<file path="config.mk">
export PLATFORM = sky130hd
export DESIGN_NAME = ps2_key_encoder
export DESIGN_NICKNAME = d
export VERILOG_FILES = /design/src/rtl/ps2_key_encoder.sv
export SDC_FILE = /design/constraint.sdc
export NUM_CORES = 1
export LEC_CHECK = 0
export BUFFER_PORTS_ARGS = -buffer_cell sky130_fd_sc_hd__buf_2
export CORE_MARGIN = 2
export CORE_UTILIZATION = 40
export CTS_CLUSTER_SIZE = 30
export DETAILED_ROUTE_END_ITERATION = 10
export MAX_ROUTING_LAYER = met4
export SLEW_MARGIN = 20
export SYNTH_ARGS = -nofsm -noshare
export SYNTH_HDL_FRONTEND = slang
export SYNTH_SLANG_ARGS = --single-unit
export TNS_END_PERCENT = 50
</file>
<file path="constraint.sdc">
create_clock -name clk -period 3.55 [get_ports clk]
set_input_delay 0.1775 -clock clk [delete_from_list [all_inputs] [get_ports clk]]
set_output_delay 0.1775 -clock clk [all_outputs]
set_load 0.005 [all_outputs]
</file>
<file path="src/rtl/ps2_key_encoder.sv">
// PS/2 set-2 keyboard decoder producing the 11-bit ps2_key event word
// {toggle, pressed, extended, code}. Raw lines are synchronised, ps2_clk is
// debounced, frames are checked for start/parity/stop/timeout, and the
// resulting bytes are folded into make/break events with E0/F0/E1 prefixes.

`timescale 1ns/1ps

module ps2_key_encoder #(
  parameter real         CLK_FREQ   = 96.0,
  parameter int unsigned FILTER_LEN = 8,
  parameter int unsigned TIMEOUT_US = 200
) (
  input  logic        clk,
  input  logic        reset_n,
  input  logic        ps2_clk,
  input  logic        ps2_data,
  output logic [10:0] ps2_key,
  output logic        key_strobe,
  output logic        frame_err
);

  localparam int unsigned TimeoutCyc = $rtoi(CLK_FREQ * TIMEOUT_US + 0.5);
  localparam int unsigned FiltW      = $clog2(FILTER_LEN + 1);
  localparam int unsigned ToW        = $clog2(TimeoutCyc + 1);

  localparam logic [1:0] StIdle   = 2'd0;
  localparam logic [1:0] StData   = 2'd1;
  localparam logic [1:0] StParity = 2'd2;
  localparam logic [1:0] StStop   = 2'd3;

  // ---------------------------------------------------------------------------
  // Input conditioning
  // ---------------------------------------------------------------------------
  logic [1:0]       clk_sync_q;
  logic [1:0]       data_sync_q;
  logic             clk_s;
  logic             data_s;
  logic             clk_filt_q;
  logic [FiltW-1:0] filt_cnt_q;
  logic             filt_accept;
  logic             fall;

  assign clk_s  = clk_sync_q[1];
  assign data_s = data_sync_q[1];

  // Two-flop synchronisers; idle-high lines reset high so no edge follows reset
  always_ff @(posedge clk or negedge reset_n) begin
    if (!reset_n) begin
      clk_sync_q  <= 2'b11;
      data_sync_q <= 2'b11;
    end else begin
      clk_sync_q  <= {clk_sync_q[0], ps2_clk};
      data_sync_q <= {data_sync_q[0], ps2_data};
    end
  end

  // A new clock level is accepted on the FILTER_LEN-th consecutive differing sample
  assign filt_accept = (clk_s != clk_filt_q) && (filt_cnt_q == FiltW'(FILTER_LEN - 1));
  assign fall        = filt_accept && !clk_s;

  // Debounce filter for ps2_clk
  always_ff @(posedge clk or negedge reset_n) begin
    if (!reset_n) begin
      clk_filt_q <= 1'b1;
      filt_cnt_q <= '0;
    end else if (clk_s == clk_filt_q) begin
      filt_cnt_q <= '0;
    end else if (filt_accept) begin
      clk_filt_q <= clk_s;
      filt_cnt_q <= '0;
    end else begin
      filt_cnt_q <= filt_cnt_q + FiltW'(1);
    end
  end

  // ---------------------------------------------------------------------------
  // Frame FSM and inter-edge timeout
  // ---------------------------------------------------------------------------
  logic [1:0]     state_q, state_d;
  logic [2:0]     bit_cnt_q, bit_cnt_d;
  logic [7:0]     shift_q, shift_d;
  logic           par_q, par_d;
  logic           byte_vld_q, byte_vld_d;
  logic           err_q, err_d;
  logic           clr_frame;
  logic [ToW-1:0] to_cnt_q;
  logic           timeout;

  assign timeout = (state_q != StIdle) && !filt_accept &&
                   (to_cnt_q == ToW'(TimeoutCyc - 1));

  // Timeout counter restarts on every accepted edge and is held clear in IDLE
  always_ff @(posedge clk or negedge reset_n) begin
    if (!reset_n) begin
      to_cnt_q <= '0;
    end else if (filt_accept || state_q == StIdle || timeout) begin
      to_cnt_q <= '0;
    end else begin
      to_cnt_q <= to_cnt_q + ToW'(1);
    end
  end

  // Frame next-state: sample ps2_data on each filtered falling edge
  always_comb begin
    state_d    = state_q;
    bit_cnt_d  = bit_cnt_q;
    shift_d    = shift_q;
    par_d      = par_q;
    byte_vld_d = 1'b0;
    err_d      = 1'b0;
    clr_frame  = 1'b0;
    if (timeout) begin
      state_d   = StIdle;
      err_d     = 1'b1;
      clr_frame = 1'b1;
    end else if (fall) begin
      case (state_q)
        StIdle: begin
          if (data_s) begin
            err_d = 1'b1;
          end else begin
            state_d   = StData;
            bit_cnt_d = 3'd0;
          end
        end
        StData: begin
          shift_d   = {data_s, shift_q[7:1]};
          bit_cnt_d = bit_cnt_q + 3'd1;
          if (bit_cnt_q == 3'd7) begin
            state_d = StParity;
          end
        end
        StParity: begin
          par_d   = data_s;
          state_d = StStop;
        end
        StStop: begin
          state_d = StIdle;
          // Odd parity over data plus parity bit, and a high stop bit
          if (data_s && (^{shift_q, par_q})) begin
            byte_vld_d = 1'b1;
          end else begin
            err_d     = 1'b1;
            clr_frame = 1'b1;
          end
        end
        default: state_d = StIdle;
      endcase
    end
  end

  // Frame state registers
  always_ff @(posedge clk or negedge reset_n) begin
    if (!reset_n) begin
      state_q    <= StIdle;
      bit_cnt_q  <= 3'd0;
      shift_q    <= 8'h00;
      par_q      <= 1'b0;
      byte_vld_q <= 1'b0;
      err_q      <= 1'b0;
    end else begin
      state_q    <= state_d;
      bit_cnt_q  <= bit_cnt_d;
      shift_q    <= shift_d;
      par_q      <= par_d;
      byte_vld_q <= byte_vld_d;
      err_q      <= err_d;
    end
  end

  // ---------------------------------------------------------------------------
  // Byte layer: prefixes, Pause swallowing, device responses, event generation
  // ---------------------------------------------------------------------------
  logic        ext_q, ext_d;
  logic        brk_q, brk_d;
  logic [2:0]  swallow_q, swallow_d;
  logic [10:0] key_q, key_d;
  logic        strobe_q, strobe_d;
  logic        is_resp;

  // shift_q still holds the accepted byte in the cycle after the stop bit
  assign is_resp = (shift_q == 8'hFA) || (shift_q == 8'hAA) || (shift_q == 8'hEE) ||
                   (shift_q == 8'hFE) || (shift_q == 8'hFF) || (shift_q == 8'h00);

  // Byte-layer next-state, rules evaluated in priority order
  always_comb begin
    ext_d     = ext_q;
    brk_d     = brk_q;
    swallow_d = swallow_q;
    key_d     = key_q;
    strobe_d  = 1'b0;
    if (clr_frame) begin
      ext_d = 1'b0;
      brk_d = 1'b0;
    end
    if (byte_vld_q) begin
      if (swallow_q != 3'd0) begin
        swallow_d = swallow_q - 3'd1;
      end else if (shift_q == 8'hE1) begin
        // Remaining 7 bytes of the Pause sequence carry no event
        swallow_d = 3'd7;
        ext_d     = 1'b0;
        brk_d     = 1'b0;
      end else if (shift_q == 8'hE0) begin
        ext_d = 1'b1;
      end else if (shift_q == 8'hF0) begin
        brk_d = 1'b1;
      end else if (!ext_q && !brk_q && is_resp) begin
        ext_d = 1'b0;
        brk_d = 1'b0;
      end else begin
        key_d    = {~key_q[10], ~brk_q, ext_q, shift_q};
        strobe_d = 1'b1;
        ext_d    = 1'b0;
        brk_d    = 1'b0;
      end
    end
  end

  // Byte-layer registers
  always_ff @(posedge clk or negedge reset_n) begin
    if (!reset_n) begin
      ext_q     <= 1'b0;
      brk_q     <= 1'b0;
      swallow_q <= 3'd0;
      key_q     <= 11'h000;
      strobe_q  <= 1'b0;
    end else begin
      ext_q     <= ext_d;
      brk_q     <= brk_d;
      swallow_q <= swallow_d;
      key_q     <= key_d;
      strobe_q  <= strobe_d;
    end
  end

  assign ps2_key    = key_q;
  assign key_strobe = strobe_q;
  assign frame_err  = err_q;

endmodule

</file>
==> results.yml <==
status:
  status: "finished, final reports clean"
cells_and_area:
  multiInputGateArea_um2: 1220
  regArea_um2: 1430
  fin_cells: 353
  fin_util_pct: 46.9
  antenna-diode-count: 0
  syn2layout_area_growth_pct: 14.8
  n_fill_cell: 639
  fin_nets: 284
  drive_gt1_share_pct: 20.1
routing:
  wl_met2_mm: 2.05
  avgRoutedWirePerCell_um: 13.0
  ant_nets: 0
  firstDrtPassIters: 4
  drt_iter0_markers: 73
  wirelength_mm: 4.60
  highest_layer: "met4"
  wl_met3_um: 120
  drc: 0
  drt-met1-wl_mm: 2.32
  vias: 1797
  via_per_inst: 5.09
logic_synthesis:
  syn_area_per_cell_um2: 11.2
  syn_nets: 259
  ys_ff_latch: 57
  synth.distinct_cells: 43
  synth-edff-count: 0
  synth_adder_area_share_pct: 5.04
  synth_top_cell_by_area: "dfrtp_1"
  yosys_warnings: 0
  synth_top_family_by_area: "simple AND/OR/NAND/NOR gates"
  synth_ff_type: "dfrtp_1"
  async_reset_ff_share_pct: 100
  synth_compound_area_share_pct: 8.25
  synth.area.mux_share_pct: 6.10
  synth-simple-area-share_pct: 17.5
  netlist_top_cells_area: "dfrtp_1 (48%), ha_1 (5.0%), dfstp_2 (4.8%)"
  synthesis.area_um2: 2730
  syn_inst: 244
  seq_area_frac_synth_pct: 52.5
  post_synth_xor_area_fraction_pct: 7.75
  synth_top_area_share_pct: 47.7
run:
  drv_cap: 0
pwr:
  powerDensity_nw_per_um2: 464
  p_leak_uw: 0.00148
  p_comb_share_pct: 4.4
  internal-power_uw: 1150
  seqPwrFrac_pct: 47.7
  swShare_pct: 20.8
  clock_power_share_pct: 48.0
  switchingPower_uw: 302
  peakVddDrop_uv: 253
global_routing:
  track_usage_pct: 14.6
  grt_overflow: 0
  grt_max_degree: 32
  grt_pass1_vias: 1785
  grt_pass1_wl_mm: 8.15
  antenna_found_initial: 0
setup_path:
  endpoint_kind: "flip-flop"
  worstPathRequired_ns: 3.77
  crit_path_max_fanout: 11
  crit_arrival_ns: 2.46
  worstSetupPathType: "flip-flop to flip-flop"
  start_kind: "flip-flop"
clocking:
  cts_made_buffers: 9
  cts_setup_buffers: 0
  clockRootBuffer: "clkbuf_8"
  cts_resized: 0
  cts_tree: "yes"
  clock_path_buffers: 2
  clkLatencyLatePin_ns: 0.33
  clkTransAtPathRegs_ns: 0.07
  cts_sinks: 57
  htree_num_levels: 3
min_path:
  hold_class: "flip-flop to flip-flop"
floorplan:
  start_util_pct: 40.9
  fp.dieH_um: 86.6
  num_rows: 30
  die_w_um: 86.6
  core_um2: 6680
  die_area_um2: 7500
  ios: 17
timing:
  finalCritPeriodShare_pct: 63.1
  rsz0062_at_grt: "false"
  setup_viol: 0
  hold_viol: 0
  slew_viol_final: 0
  fin_crit_ns: 2.24
  max_freq_mhz: 446
  tightest_slew_ns: 0.608
  worst_clock_skew_ns: 0.0143
  max_slew_margin_pct: 59.4
  fin_setup_tns_ns: 0
placed_design:
  io_buffers: 16
  place_congestion: 0.817
  dp.cells: 335
  place_hpwl_mm: 3.16
-- routing by layer --
| layer | global-route usage, % | vias to the layer above |
|---|---|---|
| li1 | - | 908 |
| met1 | 18.6 | 856 |
| met2 | 21.8 | 24 |
| met3 | 3.43 | 9 |
| met4 | 7.67 | 0 |
| met5 | - | - |
-- synthesized netlist by cell type, types with 4 or more instances --
| master | number |
|---|---|
| xnor2_1 | 11 |
| mux2_2 | 9 |
| nor3_1 | 9 |
| o21ai_0 | 7 |
| nand2b_1 | 5 |
| a32o_1 | 4 |
| mux2_1 | 4 |
| nand4_1 | 4 |
| nand2_1 | 19 |
| nand3_1 | 9 |
| dfrtp_1 | 52 |
| and3_1 | 5 |
| dfstp_2 | 5 |
| inv_1 | 10 |
| ha_1 | 11 |
| nor2_1 | 29 |
| xor2_1 | 8 |
-- layout by cell type, fill, tap and decap left out, types with 7 or more instances in the layout --
cell type and n:
nor3_1 9, inv_1 10, buf_2 16, xnor2_1 11, dfrtp_1 52, clkbuf_8 12
nor2_1 29, o21ai_0 7, xor2_1 8, nand2_1 19, mux2_2 9, nand3_1 9
ha_1 11
-- metrics by stage --
step                      power, µW  cell area (µm²)  hold slack (ns)  setup slack [ns]
final                          1450             3140            0.355              1.31
after global routing           1510             3140            0.358              1.15
after CTS                      1480             3140            0.356              1.29
after detailed placement        768             2880            0.229              1.31
after global placement          767             2880            0.220              1.32
after floorplan                 742             2730           -0.118              1.57
-- registers in the layout, indices dropped and copies added, names as in the netlist --
signal and cells:
to_cnt_q 15, ps2_key 11, shift_q 8, filt_cnt_q 4
bit_cnt_q 3, swallow_q 3, clk_sync_q 2, data_sync_q 2
state_q 2, brk_q 1, byte_vld_q 1, clk_filt_q 1
ext_q 1, frame_err 1, key_strobe 1, par_q 1
-- worst max-delay path, cell delays in order, from the launching register on --
cell     delay [ns]
dfrtp_1        0.45
or4_1          0.59
nor2_1         0.16
a21oi_2        0.08
o31ai_4        0.46
mux2_2         0.39
-- power groups by stage --
stage | Sequential [µW] | Clock (µW) | Combinational, µW
2_1_floorplan | 702 | 0 | 39.8
6_report | 693 | 698 | 63.4
4_1_cts | 693 | 716 | 65.9
3_3_place_gp | 705 | 0 | 61.9
5_1_grt | 696 | 744 | 74.5
3_5_place_dp | 705 | 0 | 63.0
-- cell type report --
class	instances	area share [%]
Inverter	10	1.20
Multi-Input combinational cell	171	38.9
Clock inverter	2	1.92
Sequential cell	57	45.7
Tap cell	80	3.19
Clock buffer	13	5.39
Timing Repair Buffer	20	3.75
-- cell families (layout without fill, tap and decap cells) --
family	after synthesis	in the layout
and+or+nand+nor	96	96
DFF	57	57
AOI/OAI and AO/OA	28	28
xor gates and xnor gates	21	21
buffers and inverters	16	45
muxes	15	15
adders and majority gates	11	11
-- repair_timing --
item	4_1_cts	5_1_grt
hold buffers	3	0
setup endpoints to repair	0	0
hold endpoints to repair	23	0
-- final timing paths --
| check | start | endpoint | slack [ns] | depth (start not counted) |
|---|---|---|---|---|
| worst min register to register | data_sync_q[0]$_DFF_PN1_ | data_sync_q[1]$_DFF_PN1_ | 0.36 | 0 |
| worst min-delay path | data_sync_q[0]$_DFF_PN1_ | data_sync_q[1]$_DFF_PN1_ | 0.36 | 0 |
| worst max register to register | shift_q[0]$_DFFE_PN0P_ | ps2_key[4]$_DFFE_PN0P_ | 1.31 | 5 |
| worst max-delay path | shift_q[0]$_DFFE_PN0P_ | ps2_key[4]$_DFFE_PN0P_ | 1.31 | 5 |
| min in group asynchronous | reset_n | ps2_key[10]$_DFFE_PN0P_ | 0.39 | 2 |
| max in group asynchronous | reset_n | to_cnt_q[4]$_DFF_PN0_ | 2.34 | 3 |
Power figures use the tool's default switching activity.
